`config.mk`:
```
export PLATFORM = sky130hd
export DESIGN_NAME = serial_scheduler
export DESIGN_NICKNAME = d
export VERILOG_FILES = /design/src/rtl/serial_scheduler.sv
export SDC_FILE = /design/constraint.sdc
export NUM_CORES = 1
export LEC_CHECK = 0
export CORE_AREA = 2 2 76 78
export CTS_BUF_LIST = sky130_fd_sc_hd__clkbuf_16
export DETAILED_ROUTE_END_ITERATION = 6
export DIE_AREA = 0 0 78 80
export PLACE_DENSITY = 0.81
export SETUP_SLACK_MARGIN = 0.02
export SYNTH_ARGS = -nofsm -noshare
export SYNTH_HDL_FRONTEND = slang
export SYNTH_SLANG_ARGS = --single-unit
```
`constraint.sdc`:
```
create_clock -name clock -period 4.9 [get_ports clock]
set_input_delay 0.98 -clock clock [delete_from_list [all_inputs] [get_ports clock]]
set_output_delay 0.98 -clock clock [all_outputs]
set_load 0.05 [all_outputs]
```
`src/rtl/serial_scheduler.sv`:
```
// Two-requester round-robin transmit scheduler and receive FIFO for a
// toggle-handshake serial controller.
module serial_scheduler #(
    parameter int RX_DEPTH   = 4,
    parameter int STOP_LEVEL = 3
) (
    input  logic        clock,
    input  logic        reset,
    input  logic [1:0]  req_valid,
    input  logic [15:0] req_data,
    output logic [1:0]  req_ready,
    output logic [7:0]  ser_data_write,
    output logic        ser_write_odd_request,
    input  logic        ser_write_odd,
    input  logic [7:0]  ser_data_read,
    input  logic        ser_read_odd,
    output logic        ser_try_stop_reading,
    output logic [7:0]  rx_data,
    output logic        rx_valid,
    input  logic        rx_pop,
    output logic [4:0]  rx_count,
    output logic        rx_overflow,
    input  logic        rx_clear
);

    localparam int         PTR_W   = (RX_DEPTH > 1) ? $clog2(RX_DEPTH) : 1;
    localparam logic [4:0] DEPTH_C = 5'(RX_DEPTH);
    localparam logic [4:0] STOP_C  = 5'(STOP_LEVEL);

    typedef enum logic {IDLE, BUSY} state_t;

    state_t     state_q, state_d;
    logic       prio_q, prio_d;
    logic [7:0] data_q, data_d;
    logic       odd_req_q, odd_req_d;
    logic       grant_idx;

    always_ff @(posedge clock) begin
        if (reset) begin
            state_q   <= IDLE;
            prio_q    <= 1'b0;
            data_q    <= 8'h00;
            odd_req_q <= 1'b0;
        end else begin
            state_q   <= state_d;
            prio_q    <= prio_d;
            data_q    <= data_d;
            odd_req_q <= odd_req_d;
        end
    end

    // prio_q names the requester that wins the next tie.
    always_comb begin
        state_d   = state_q;
        prio_d    = prio_q;
        data_d    = data_q;
        odd_req_d = odd_req_q;
        req_ready = 2'b00;
        grant_idx = prio_q;
        case (state_q)
            IDLE: begin
                if (!reset && (req_valid != 2'b00)) begin
                    grant_idx = (req_valid == 2'b11) ? prio_q : req_valid[1];
                    req_ready[grant_idx] = 1'b1;
                    data_d    = grant_idx ? req_data[15:8] : req_data[7:0];
                    odd_req_d = ~odd_req_q;
                    prio_d    = ~grant_idx;
                    state_d   = BUSY;
                end
            end
            BUSY: begin
                if (ser_write_odd == odd_req_q) begin
                    state_d = IDLE;
                end
            end
            default: state_d = IDLE;
        endcase
    end

    assign ser_data_write        = data_q;
    assign ser_write_odd_request = odd_req_q;

    logic [7:0]       mem [RX_DEPTH];
    logic [PTR_W-1:0] wr_ptr_q, wr_ptr_d, rd_ptr_q, rd_ptr_d;
    logic [4:0]       count_q, count_d;
    logic             rx_seen_q;
    logic             ovf_q, ovf_d;
    logic             stop_q;
    logic             rx_event, pop_acc, full, push, ovf_set;

    // A pop frees the slot a same-cycle receive into a full FIFO needs.
    always_comb begin
        rx_event = !reset && (ser_read_odd != rx_seen_q);
        pop_acc  = rx_pop && (count_q != 5'd0);
        full     = (count_q == DEPTH_C);
        push     = rx_event && (!full || pop_acc);
        ovf_set  = rx_event && full && !pop_acc;
        wr_ptr_d = push    ? wr_ptr_q + PTR_W'(1) : wr_ptr_q;
        rd_ptr_d = pop_acc ? rd_ptr_q + PTR_W'(1) : rd_ptr_q;
        count_d  = count_q;
        if (push && !pop_acc) begin
            count_d = count_q + 5'd1;
        end else if (!push && pop_acc) begin
            count_d = count_q - 5'd1;
        end
        ovf_d = ovf_q;
        if (ovf_set) begin
            ovf_d = 1'b1;
        end else if (rx_clear) begin
            ovf_d = 1'b0;
        end
    end

    always_ff @(posedge clock) begin
        if (reset) begin
            rx_seen_q <= 1'b0;
            wr_ptr_q  <= '0;
            rd_ptr_q  <= '0;
            count_q   <= 5'd0;
            ovf_q     <= 1'b0;
            stop_q    <= 1'b0;
        end else begin
            rx_seen_q <= ser_read_odd;
            wr_ptr_q  <= wr_ptr_d;
            rd_ptr_q  <= rd_ptr_d;
            count_q   <= count_d;
            ovf_q     <= ovf_d;
            stop_q    <= (count_q >= STOP_C);
        end
    end

    always_ff @(posedge clock) begin
        if (push) begin
            mem[wr_ptr_q] <= ser_data_read;
        end
    end

    assign rx_data              = mem[rd_ptr_q];
    assign rx_valid             = (count_q != 5'd0);
    assign rx_count             = count_q;
    assign rx_overflow          = ovf_q;
    assign ser_try_stop_reading = stop_q;

endmodule

```
== Word level (Yosys, flattened, before mapping) ==
Memories as Yosys holds them, arrays and structs flattened. A register that Yosys moved wholly into a read port is not among the register bits.
Cells that the tools add are included.
Storage, ports and cells
  register bits: 23
  RAM bits: 32
  input bits: 32
  output and inout port bits: 27
  logic and storage cells: 61
  memories: 1
Memories
  mem: words 4, width 8, rd ports 1, clocked after memory_dff 1, write ports 1, RTL line 83  | logic [7:0] mem [RX_DEPTH];
Operators by class
  add/subtract/negate cells: 4
  $lt $le $gt $ge: 3
  equality and inequality tests: 4
  mux-type cells: 17
  bitwise gates (word level): 3
  reduce and logical (&&, ||, !) cells: 19
Operators with widths (number)
  5-bit two-way mux: 2
  1-bit logical AND: 9
  1-bit two-way mux: 8
  2-bit two-way mux: 4
  8-bit two-way mux: 1
  2-bit nonzero test: 3
  5-bit by 1-bit adder with 5-bit output, second input constant: 1
  5-bit by 3-bit == test with 1-bit output, second input constant: 1
  5-bit by 2-bit greater-or-equal comparator with 1-bit output, second input constant: 1
  5-bit nonzero test: 1
  5-bit by 1-bit subtractor with 5-bit output, second input constant: 1
  2-bit by 1-bit adder with 2-bit output, second input constant: 2
  1-bit zero test: 4
  1-bit NOT: 3
  2-bit == test, second input constant: 1
  1-bit by 2-bit less-than comparator with 1-bit output, second input constant: 1
  1-bit case mux with 2 select lines: 1
  2-bit AND reduction: 1
  1-bit demux with 1-bit select: 1
  1-bit == test: 1
  1-bit greater-or-equal comparator, second input constant: 1
  1-bit logical OR: 1
  1-bit inequality test: 1

== Logic depth before layout (Yosys ltp) ==
  word-level depth: 8
  gate-level depth with buffers: 10
  mapped depth without buffers: 10

== Worst setup path after synthesis ==
No wires, ideal clock.
  path type: input -> register
  from: in rx_pop
  to: reg count_q[4] (netlist: rx_count[4])
  library setup time: 121 ps
  data arrival time: 3023 ps
  required time: 4779 ps
  slack: 1756 ps
  stages: 10
  buffers on the path: 0
  path through: nor4b_1 -> a21oi_2 -> and2_1 -> ha_1 -> inv_1 -> ha_1 -> a21oi_1 -> a211oi_1 -> a31oi_1 -> mux2_2
Between the ends
  longest elaborated chain between the ends: 6
  elaborated cells between the ends (all ways): 9
  those cells by class: mux (1); reduce/logical (8)
RTL lines
  from (decl): RTL line 20  | input logic rx_pop,
  1-bit logical AND *: RTL line 94  | pop_acc = rx_pop && (count_q != 5'd0);
  1-bit logical OR *: RTL line 96  | push = rx_event && (!full || pop_acc);
  1-bit logical AND *: RTL line 96
  via push: RTL line 89  | logic rx_event, pop_acc, full, push, ovf_set;
  1-bit zero test: RTL line 103  | end else if (!push && pop_acc) begin
  1-bit logical AND: RTL line 103
  2-bit nonzero test (no source line)
  to (signal assigned): RTL line 126  | count_q <= count_d;
  to (decl): RTL line 85  | logic [4:0] count_q, count_d;
The timed path passes the listed nets; every way through them passes the cells marked *.
A chain may end at the register's enable or synchronous reset.

== Final worst setup path ==
  from: in req_valid[0]
  to: out req_ready[0]
Between the ends
  longest elaborated chain between the ends: 8
  elaborated cells between the ends (all ways): 11
  those cells by class: order compare (2); eq/ne (1); mux (5); reduce/logical (3)
RTL lines
  from (decl): RTL line 9  | input logic [1:0] req_valid,
  2-bit == test: RTL line 63  | grant_idx = (req_valid == 2'b11) ? prio_q : req_valid[1];
  1-bit two-way mux: RTL line 63
  1-bit by 2-bit less-than comparator with 1-bit output (not written as such) or 1-bit greater-or-equal comparator (tied branches): RTL line 64  | req_ready[grant_idx] = 1'b1;
  1-bit logical AND (not written as such): RTL line 64
  1-bit two-way mux (not written as such): RTL line 64
  1-bit demux with 1-bit select: RTL line 64
  2-bit two-way mux *: RTL line 62  | if (!reset && (req_valid != 2'b00)) begin
  2-bit two-way mux *: RTL line 60  | case (state_q)
  to (decl): RTL line 11  | output logic [1:0] req_ready,
Every way passes the cells marked *; elsewhere a longest branch is shown, timed or not.

==> impl_metrics.py <==
metrics = {
    "worst_hold_path": {
        "hold_path_end": "ser_data_write[1]$_SDFFE_PP0P_",
        "hp-start": "ser_data_write[1]$_SDFFE_PP0P_",
        "hold_path_class": "reg -> reg",
        "whs_path_depth": 2,
    },
    "yosys": {
        "netlist_top_cells_area": "edfxtp_1, dfxtp_1, mux4_2",
        "synth_most_common_cell": "edfxtp_1",
        "synth_top_area_share_pct": 40.3,
        "synth_flop_cell": "edfxtp_1",
        "yosysTopAreaCell": "edfxtp_1",
        "synthTopCellsByCount": "edfxtp_1, dfxtp_1, nand2_1, nor2_1",
        "syn-mean-instance-area_um2": 13.7,
        "ys_ff_latch": 57,
        "yosysSeqAreaShare_pct": 61.2,
        "synth_area_um2": 2390,
        "syn-num-nets": 215,
        "ys_types": 39,
        "yosys_warnings": 0,
        "async_reset_ff_share_pct": 0,
        "synth-edff-count": 32,
        "syn_inst": 174,
    },
    "cells_and_area": {
        "areaGrowthSynthToFinish_pct": 37.6,
        "diodes": 0,
        "nFillCells": 454,
        "regArea_um2": 1460,
        "nets": 278,
        "drive_above_1_share_pct": 12.0,
        "multi_input_area_um2": 857,
    },
    "global_routing": {
        "grt_pass1_vias": 1548,
        "overflow": 0,
        "grt_pass1_wl_mm": 7.04,
        "antenna_found_initial": 0,
        "grt_max_degree": 18,
        "grtUsageTotal_pct": 15.2,
    },
    "flow_run": {
        "maxCapViolCount": 0,
    },
    "timing": {
        "finalHoldViolations": 0,
        "fin_tns_setup_ns": 0,
        "setup_viol": 0,
        "fin_crit_sh_pct": 82.0,
        "relSlewSlack_pct": 63.7,
        "tightest_slew_ns": 0.545,
        "rsz0062_at_grt": "no",
        "fmax_mhz": 249,
        "finalCriticalPeriod_ns": 4.02,
        "slew_violations": 0,
        "fin_skew_ns": 0.00729,
    },
    "power_and_ir_drop": {
        "p_leak_nw": 1.22,
        "vdd_drop_max_mv": 0.257,
        "p_per_area_nw_per_um2": 551,
        "total_power_mw": 1.81,
    },
    "routing": {
        "drt_iter0_drc": 29,
        "first_pass_iters": 4,
        "dr_total_vias": 1542,
        "antenna_left": 0,
        "wire_per_inst_um": 13.7,
        "viasPerCell": 4.91,
        "drc": 0,
        "wl_mm": 4.30,
    },
    "worst_setup_path": {
        "r2r_slack_ns": 2.10,
        "reg2regPathDepth": 10,
        "cp-start-kind": "input port",
        "r2r_end": "rx_count[4]$_SDFFE_PP0P_",
        "cp_data_arrival_time_ns": 3.04,
        "crit_type": "in -> out",
        "worstPathRequired_ns": 3.92,
        "reg2reg_from": "rx_count[2]$_SDFFE_PP0P_",
        "end_kind": "primary output",
        "crit_fanout": 9,
    },
    "die": {
        "die_w_um": 78,
        "dieArea_um2": 6240,
        "ios": 59,
        "rows": 27,
        "fp.dieH_um": 80,
        "core_um2": 5410,
        "initial_core_util_pct": 44.2,
    },
    "cts": {
        "postCtsSetupBuffers": 0,
        "clock-sinks": 57,
        "cts.repair.resized": 0,
        "cts_hold_buf": 0,
        "path_clk_slew_ns": 0.05,
        "cts_inserted_buffers": 9,
        "cts-root-buf": "clkbuf_16",
        "htreeDepth": 3,
        "worstSkewPairLatency_ns": 0.32,
        "cts_tree": "done",
        "clock_path_buffers": 2,
    },
    "place": {
        "port_buffers": 58,
        "gp_congestion": 0.841,
        "hpwl_mm": 3.02,
    },
    "run_status": {
        "status": "completed",
    },
}
==> power by group <==
group | total [mW] | internal, mW | switching (mW)
combinational | 0.637 | 0.267 | 0.370
sequential | 0.641 | 0.567 | 0.0739
clock | 0.533 | 0.334 | 0.199
total | 1.81 | 1.17 | 0.643
==> worst max-delay path by stage <==
| stage | startpoint | endpoint | slack (ns) |
|---|---|---|---|
| detailed placement | req_valid[0] | req_ready[0] | 0.88 |
| CTS | req_valid[0] | req_ready[0] | 0.88 |
| global route | req_valid[0] | req_ready[0] | 0.79 |
| global placement | req_valid[0] | req_ready[0] | 0.92 |
| finish | req_valid[0] | req_ready[0] | 0.88 |
| floorplan | rx_pop | rx_count[4]$_SDFFE_PP0P_ | 1.76 |
==> flip-flops by register name, indices dropped and copies added, names as in the netlist, named ones only <==
name,cells
ser_write_odd_request,1
state_q,1
wr_ptr_q,2
mem,32
rx_seen_q,1
rx_count,5
ser_try_stop_reading,1
rd_ptr_q,2
ser_data_write,8
rx_overflow,1
prio_q,1
==> metrics by stage <==
step / instance area (µm²) / instances / hold WS, ns / setup slack (ns) / util [%]
after floorplan: 2390 / 174 / 0.485 / 1.76 / -
after detailed placement: 3020 / 298 / 0.430 / 0.877 / 55.9
after global routing: 3290 / 314 / 0.465 / 0.793 / 60.8
after global placement: 3020 / 298 / 0.424 / 0.920 / 55.9
after CTS: 3290 / 314 / 0.436 / 0.879 / 60.8
final: 3290 / 314 / 0.436 / 0.883 / 60.8
==> kinds of logic (layout without fill, tap and decap cells) <==
kind of cell / after synthesis / in the layout / synth area share [%]
mux: 11 / 11 / 8.86
fa+ha+maj: 9 / 9 / 5.03
simple gates: 49 / 49 / 9.38
buf+inv: 14 / 82 / 2.88
xor+xnor: 8 / 8 / 2.94
compound gates: 26 / 26 / 9.70
flops: 57 / 57 / 61.2
==> area by class of cell <==
cell class,instances,area share [%]
clock buffers,9,6.85
multi-input cells,103,26.1
clock inverters,7,1.14
inverters,7,0.800
well taps,72,2.74
repair buffers,59,17.9
flip-flops and latches,57,44.5
==> critical path: stages <==
cell,delay (ns)
clkdlybuf4s50_1,0.50
inv_1,0.09
a2111oi_4,0.56
clkdlybuf4s50_1,0.91
==> per-layer routing <==
metal / share of wire [%] / global-route usage [%] / up-vias
li1: - / - / 768
met1: 44 / 17.3 / 718
met2: 49 / 25.0 / 51
met3: 6.3 / 5.54 / 5
met4: 1.2 / 8.42 / 0
met5: 0 / 0 / -
==> placed cells by master (no fill, tap or decap), types with 2 or more instances in the layout <==
master | Yosys | layout
clkinvlp_4 | 0 | 2
inv_1 | 7 | 7
dfxtp_1 | 25 | 25
clkdlybuf4s50_1 | 0 | 58
mux2i_1 | 2 | 2
a22oi_1 | 8 | 8
clkinv_1 | 0 | 2
and3_1 | 5 | 5
nor2_1 | 15 | 15
ha_1 | 8 | 8
edfxtp_1 | 32 | 32
mux4_2 | 8 | 8
xnor2_1 | 3 | 3
xor2_1 | 5 | 5
clkbuf_16 | 0 | 9
nor2b_1 | 2 | 2
a21oi_1 | 6 | 6
clkinv_2 | 0 | 3
nand2_1 | 20 | 20
No activity file was read; power rests on OpenSTA's default activity.
